## config.mk

```make
export PLATFORM = sky130hd
export DESIGN_NAME = tt_sweep_ctrl
export DESIGN_NICKNAME = d
export VERILOG_FILES = /design/src/rtl/tt_sweep_pkg.sv /design/src/rtl/tt_settle_timer.sv /design/src/rtl/tt_sweep_ctrl.sv
export SDC_FILE = /design/constraint.sdc
export NUM_CORES = 1
export LEC_CHECK = 0
export CAP_MARGIN = 5
export CELL_PAD_IN_SITES_DETAIL_PLACEMENT = 2
export CELL_PAD_IN_SITES_GLOBAL_PLACEMENT = 2
export CORE_UTILIZATION = 28
export CTS_CLUSTER_SIZE = 16
export DETAILED_ROUTE_END_ITERATION = 16
export PLACE_DENSITY_LB_ADDON = 0.1
export SYNTH_ARGS = -nofsm -noshare
export SYNTH_HDL_FRONTEND = slang
export SYNTH_HIERARCHICAL = 1
export SYNTH_SLANG_ARGS = --single-unit
```

## constraint.sdc

```tcl
create_clock -name clk -period 2.2 [get_ports clk]
set_input_delay 0.44 -clock clk [delete_from_list [all_inputs] [get_ports clk]]
set_output_delay 0.44 -clock clk [all_outputs]
set_load 0.05 [all_outputs]
```

## src/rtl/tt_sweep_pkg.sv

```systemverilog
// Shared definitions for the truth-table sweep controller: FSM encodings,
// table size, the golden SOP truth table and a small error-count helper.
package tt_sweep_pkg;

  // Number of input vectors swept (2**4 for a 4-input function).
  localparam int N_VEC = 16;

  // Golden truth table of s = (~b&c) | (~a&b&~c) | (a&b&d), bit i = s({a,b,c,d}=i).
  localparam logic [15:0] EXP_TT_SOP = 16'hAC3C;

  // Sweep FSM encodings, kept as plain constants for older tool flows.
  localparam logic [1:0] ST_IDLE   = 2'd0;
  localparam logic [1:0] ST_DRIVE  = 2'd1;
  localparam logic [1:0] ST_SAMPLE = 2'd2;
  localparam logic [1:0] ST_DONE   = 2'd3;

  // Error count after one compare; at most 16 mismatches so 5 bits never wrap.
  function automatic logic [4:0] next_err_cnt(input logic [4:0] cnt, input logic miss);
    return miss ? (cnt + 5'd1) : cnt;
  endfunction

endpackage

```

## src/rtl/tt_settle_timer.sv

```systemverilog
// Loadable down-counter that marks the last settle cycle of a driven vector.
// Loading sets the count to SETTLE-1; terminal count is reached at zero, so a
// vector is held for exactly SETTLE cycles before it is sampled.
module tt_settle_timer
  import tt_sweep_pkg::*;
#(
  parameter int SETTLE = 2
) (
  input  logic clk,
  input  logic rst_n,
  input  logic load,
  input  logic en,
  output logic tc
);

  localparam logic [3:0] LOAD_VAL = 4'(SETTLE - 1);

  logic [3:0] cnt;

  // Reload at the start of each vector, then count down while enabled and stop at zero.
  always_ff @(posedge clk or negedge rst_n) begin
    if (!rst_n) begin
      cnt <= 4'd0;
    end else if (load) begin
      cnt <= LOAD_VAL;
    end else if (en && (cnt != 4'd0)) begin
      cnt <= cnt - 4'd1;
    end
  end

  assign tc = (cnt == 4'd0);

endmodule

```

## src/rtl/tt_sweep_ctrl.sv

```systemverilog
// Exhaustive truth-table sequencer: drives every input vector of a 4-input
// combinational function in ascending order, samples its output after a
// settle interval and compares against a captured expected table.
module tt_sweep_ctrl
  import tt_sweep_pkg::*;
#(
  parameter int SETTLE = 2,
  parameter int N_IN   = 4
) (
  input  logic              clk,
  input  logic              rst_n,
  input  logic              start,
  input  logic [N_VEC-1:0]  exp_tt,
  output logic [N_IN-1:0]   vec_out,
  input  logic              dut_s,
  output logic              busy,
  output logic              done,
  output logic              pass,
  output logic [4:0]        err_cnt,
  output logic [N_IN-1:0]   first_fail,
  output logic              first_fail_vld,
  output logic [N_VEC-1:0]  obs_tt
);

  localparam logic [N_IN-1:0] LAST_IDX = '1;

  logic [1:0]       state;
  logic [N_IN-1:0]  index;
  logic [N_VEC-1:0] exp_q;
  logic             timer_load;
  logic             timer_en;
  logic             timer_tc;
  logic             mismatch;
  logic [4:0]       err_cnt_nxt;
  logic             start_ok;
  logic             last_vec;

  // Settle timer restarts for every new vector and only counts while driving.
  assign start_ok   = (state == ST_IDLE) && start;
  assign last_vec   = (index == LAST_IDX);
  assign timer_load = start_ok || ((state == ST_SAMPLE) && !last_vec);
  assign timer_en   = (state == ST_DRIVE);

  tt_settle_timer #(
    .SETTLE (SETTLE)
  ) u_settle (
    .clk   (clk),
    .rst_n (rst_n),
    .load  (timer_load),
    .en    (timer_en),
    .tc    (timer_tc)
  );

  // Compare of the sampled output against the expected bit for the current vector.
  assign mismatch    = (dut_s != exp_q[index]);
  assign err_cnt_nxt = next_err_cnt(err_cnt, mismatch);

  // Status outputs decode directly from the state so reset clears them at once.
  assign busy    = (state != ST_IDLE);
  assign done    = (state == ST_DONE);
  assign vec_out = (state == ST_IDLE) ? '0 : index;

  // Sweep FSM: IDLE -> (DRIVE x SETTLE, SAMPLE) x 16 -> DONE -> IDLE.
  always_ff @(posedge clk or negedge rst_n) begin
    if (!rst_n) begin
      state <= ST_IDLE;
      index <= '0;
    end else begin
      case (state)
        ST_IDLE: begin
          if (start) begin
            index <= '0;
            state <= ST_DRIVE;
          end
        end
        ST_DRIVE: begin
          if (timer_tc) begin
            state <= ST_SAMPLE;
          end
        end
        ST_SAMPLE: begin
          if (last_vec) begin
            state <= ST_DONE;
          end else begin
            index <= index + 1'b1;
            state <= ST_DRIVE;
          end
        end
        ST_DONE: begin
          state <= ST_IDLE;
        end
        default: begin
          state <= ST_IDLE;
        end
      endcase
    end
  end

  // Expected table is frozen at start so later changes on exp_tt cannot disturb a sweep.
  always_ff @(posedge clk or negedge rst_n) begin
    if (!rst_n) begin
      exp_q <= '0;
    end else if (start_ok) begin
      exp_q <= exp_tt;
    end
  end

  // Result registers: cleared on an accepted start, updated once per vector in SAMPLE, held otherwise.
  always_ff @(posedge clk or negedge rst_n) begin
    if (!rst_n) begin
      err_cnt        <= 5'd0;
      first_fail     <= '0;
      first_fail_vld <= 1'b0;
      obs_tt         <= '0;
      pass           <= 1'b0;
    end else if (start_ok) begin
      err_cnt        <= 5'd0;
      first_fail     <= '0;
      first_fail_vld <= 1'b0;
      obs_tt         <= '0;
      pass           <= 1'b0;
    end else if (state == ST_SAMPLE) begin
      obs_tt[index] <= dut_s;
      err_cnt       <= err_cnt_nxt;
      if (mismatch && !first_fail_vld) begin
        first_fail     <= index;
        first_fail_vld <= 1'b1;
      end
      if (last_vec) begin
        pass <= (err_cnt_nxt == 5'd0);
      end
    end
  end

endmodule

```

==> flow_summary_export.csv <==
group,metric,value,unit
cts,clkSlewWorstSetupHoldPaths,0.10,ns
cts,cts_tree,"done",
timing,worst_slack,-0.006508,ns
synthesis,muxShareOfSynthArea,10.12,%
global_route,grt_pass1_vias,2608,
timing,rsz0062_at_grt,"yes",
cts,numCtsBuffers,5,
routing,vias,2364,
die,die_y,101.2,µm
synthesis,syn_nets,327,
pwr,peakVddDrop,0.4549,mV
synthesis,syn_area_per_cell,9.192,µm²
routing,drtAntennaViolNets,0,
synthesis,yosysWarnings,6,
placement,place.gp.congestion,0.7389,
die,rows,35,
timing,max_freq,453.2,MHz
cts,root_buffer,"clkbuf_8",
synthesis,synth-compound-area-share,9.755,%
final_layout,post-route-util,38.45,%
pwr,power.total,3.700,mW
synthesis,synth-adder-area-share,3.176,%
die,die_w,101.2,µm
timing,fin_crit,2.207,ns
pwr,power_leakage,1.642,nW
routing,drt_iter0_markers,42,
cts,clock-sinks,53,
synthesis,synth_top_cell_area_share,48.09,%
critical_path,startpoint_type,"flop",
synthesis,synth_xor_area_share,0.9528,%
synthesis,yosysTopAreaCell,"dfrtp_1",
synthesis,synth_top_family_by_area,"simple AND/OR/NAND/NOR gates",
final_layout,antenna_cells,0,
synthesis,synthArstFlopShare,100.0,%
synthesis,yosysSeqAreaShare,48.09,%
critical_path,crit_fanout,5,
critical_path,required,2.40,ns
global_route,grt_max_degree,35,
timing,worst_slew_pin_slew,0.5131,ns
global_route,grt_use_total,17.04,%
critical_path,cp.arrival,2.41,ns
die,fp.dieArea,0.01025,mm²
critical_path,rr_startpoint,"index[0]$_DFFE_PN0P_",
synthesis,synthTopCellsByCount,"85 x nand2_1, 53 x dfrtp_1, 33 x nor2_1",
synthesis,synthFlopType,"dfrtp_1",
global_route,antenna_found_initial,0,
routing,wl,7820,µm
timing,fin_crit_sh,100.3,%
global_route,gr-total-overflow,0,
final_layout,nNetsFinal,390,
routing,drcViolationCount,0,
synthesis,synthSimpleGateAreaFrac,24.00,%
synthesis,ys_ff_latch,53,
synthesis,synth_edf_count,0,
run_status,violations,"negative setup slack",
cts,cts_htree_levels,2,
placement,portBuffers,52,
die,initial_utilization,29.43,%
timing,finClkSkew,0.01068,ns
placement,dp_hpwl,5822,µm
synthesis,syn_inst,300,
cts,clock_latency,0.31,ns
synthesis,synth.area.top_cells,"dfrtp_1 48%, nand2_1 12%, mux2i_1 5.1%",
routing,drt_first_pass_iters,4,
final_layout,final_layout_size_suffix_gt1_share,13.46,%
synthesis,synth.cell_area,0.002758,mm²
cts,clockBufferDepth,2,
synthesis,ys_types,42,
routing,viasPerCell,4.795,
global_route,grt_pass1_wl,13410,µm
synthesis,yosysMostFrequentCell,"nand2_1",
final_layout,syn_to_final_growth,30.67,%
timing,setup_violations,1,
critical_path,reg2regPathDepth,6,
timing,hold_viol,0,
critical_path,crit_type,"reg -> reg",
timing,slew_violations,0,
pwr,p_per_area,1027,mW/mm²
critical_path,end_kind,"flop",
final_layout,final_area,0.003603,mm²
flow_run,maxCapViolCount,0,
timing,slew-limit-headroom,65.69,%
die,io_pins,53,
worst_hold_path,hp-class,"in -> async",
critical_path,r2r-end,"err_cnt[4]$_DFFE_PN0P_",
critical_path,r2r_setup_slack,-0.007,ns
placement,placed_area,0.003478,mm²
routing,routedWlPerCell,15.86,µm
run_status,status,"complete, but fails checks",
critical_path,crit_path_start,"index[0]$_DFFE_PN0P_",
die,coreArea,0.009371,mm²
[critical path: stages (launching register included)]
cell and delay [ns]:
dfrtp_2 0.45, mux4_2 0.55, mux2i_4 0.21, nor4b_2 0.09, a2111oi_4 0.41, nor4_1 0.11, a311o_1 0.28
[worst max-delay path by stage]
stage | cells after the start | to
after CTS | 6 | err_cnt[4]$_DFFE_PN0P_
after floorplan | 8 | first_fail[2]$_DFFE_PN0P_
after global placement | 6 | err_cnt[4]$_DFFE_PN0P_
after detailed placement | 6 | first_fail[1]$_DFFE_PN0P_
after global routing | 7 | err_cnt[2]$_DFFE_PN0P_
final | 6 | err_cnt[4]$_DFFE_PN0P_
[repair_timing]
item / CTS / global route
endpoints found under the setup margin: 7 / 10
hold buffers: 0 / 0
resized for setup: 3 / 1
hold endpoints to repair: 0 / 0
setup buffers: 2 / 1
pin swaps: 1 / 1
cloned: 0 / 0
[state kept, by name, summed over array words and instances, names as in the netlist]
signal / count
err_cnt: 5
exp_q: 16
first_fail: 4
first_fail_vld: 1
index: 4
obs_tt: 16
pass: 1
state: 2
u_settle/cnt: 4
[cell type report]
type,count,area [µm²]
Sequential cell,53,1328
Tap cell,129,161.4
Fill cell,1079,5768
Clock buffer,8,80.08
Multi-Input combinational cell,222,1345
Inverter,11,41.29
Timing Repair Buffer,70,648.1
[cells by family after synthesis]
kind of cell / after synthesis
simple gates: 150
buf+inv: 25
fa+ha+maj: 7
compound gates: 42
flops: 53
xor+xnor: 3
mux: 20
[cells in the final DEF (no fill, tap or decap), types with 2 or more instances in the layout]
master and instances:
inv_1 11, nand4_1 2, nor2b_1 3, o31ai_1 2
dfrtp_1 52, mux2i_1 12, o21ai_0 13, and2_1 5
nor3_1 3, nor2_1 33, nand2_1 85, mux4_2 4
nand3_1 9, clkbuf_1 3, clkbuf_8 5, ha_1 7
a21oi_1 18, clkdlybuf4s50_1 45, buf_4 23, mux2i_4 2
[layer usage]
layer,GRT usage (%),up-vias,share of wire [%]
li1,-,1125,-
met3,2.622,8,2.7
met2,29.83,39,50
met1,21.85,1192,46
met4,4.682,0,1.1
met5,0,-,0
[where the power goes]
group          switching, mW  internal (mW)  total (mW)
Combinational           1.02          0.721        1.74
Sequential             0.194           1.21        1.40
Clock                  0.329          0.228       0.556
Total                   1.54           2.16        3.70
[per-stage QoR]
stage / hold slack [ns] / TNS [ns] / instances / setup WS, ns
after global routing: 0.07851 / -0.4522 / 493 / -0.1319
after detailed placement: 0.4205 / -0.7416 / 482 / -0.1166
final: 0.05587 / -0.006508 / 493 / -0.006508
after global placement: 0.4167 / -0.1756 / 482 / -0.03624
after floorplan: 0.1444 / -0.1746 / 300 / -0.04923
after CTS: 0.06810 / -0.08499 / 492 / -0.03357
Power figures use the tool's default switching activity.
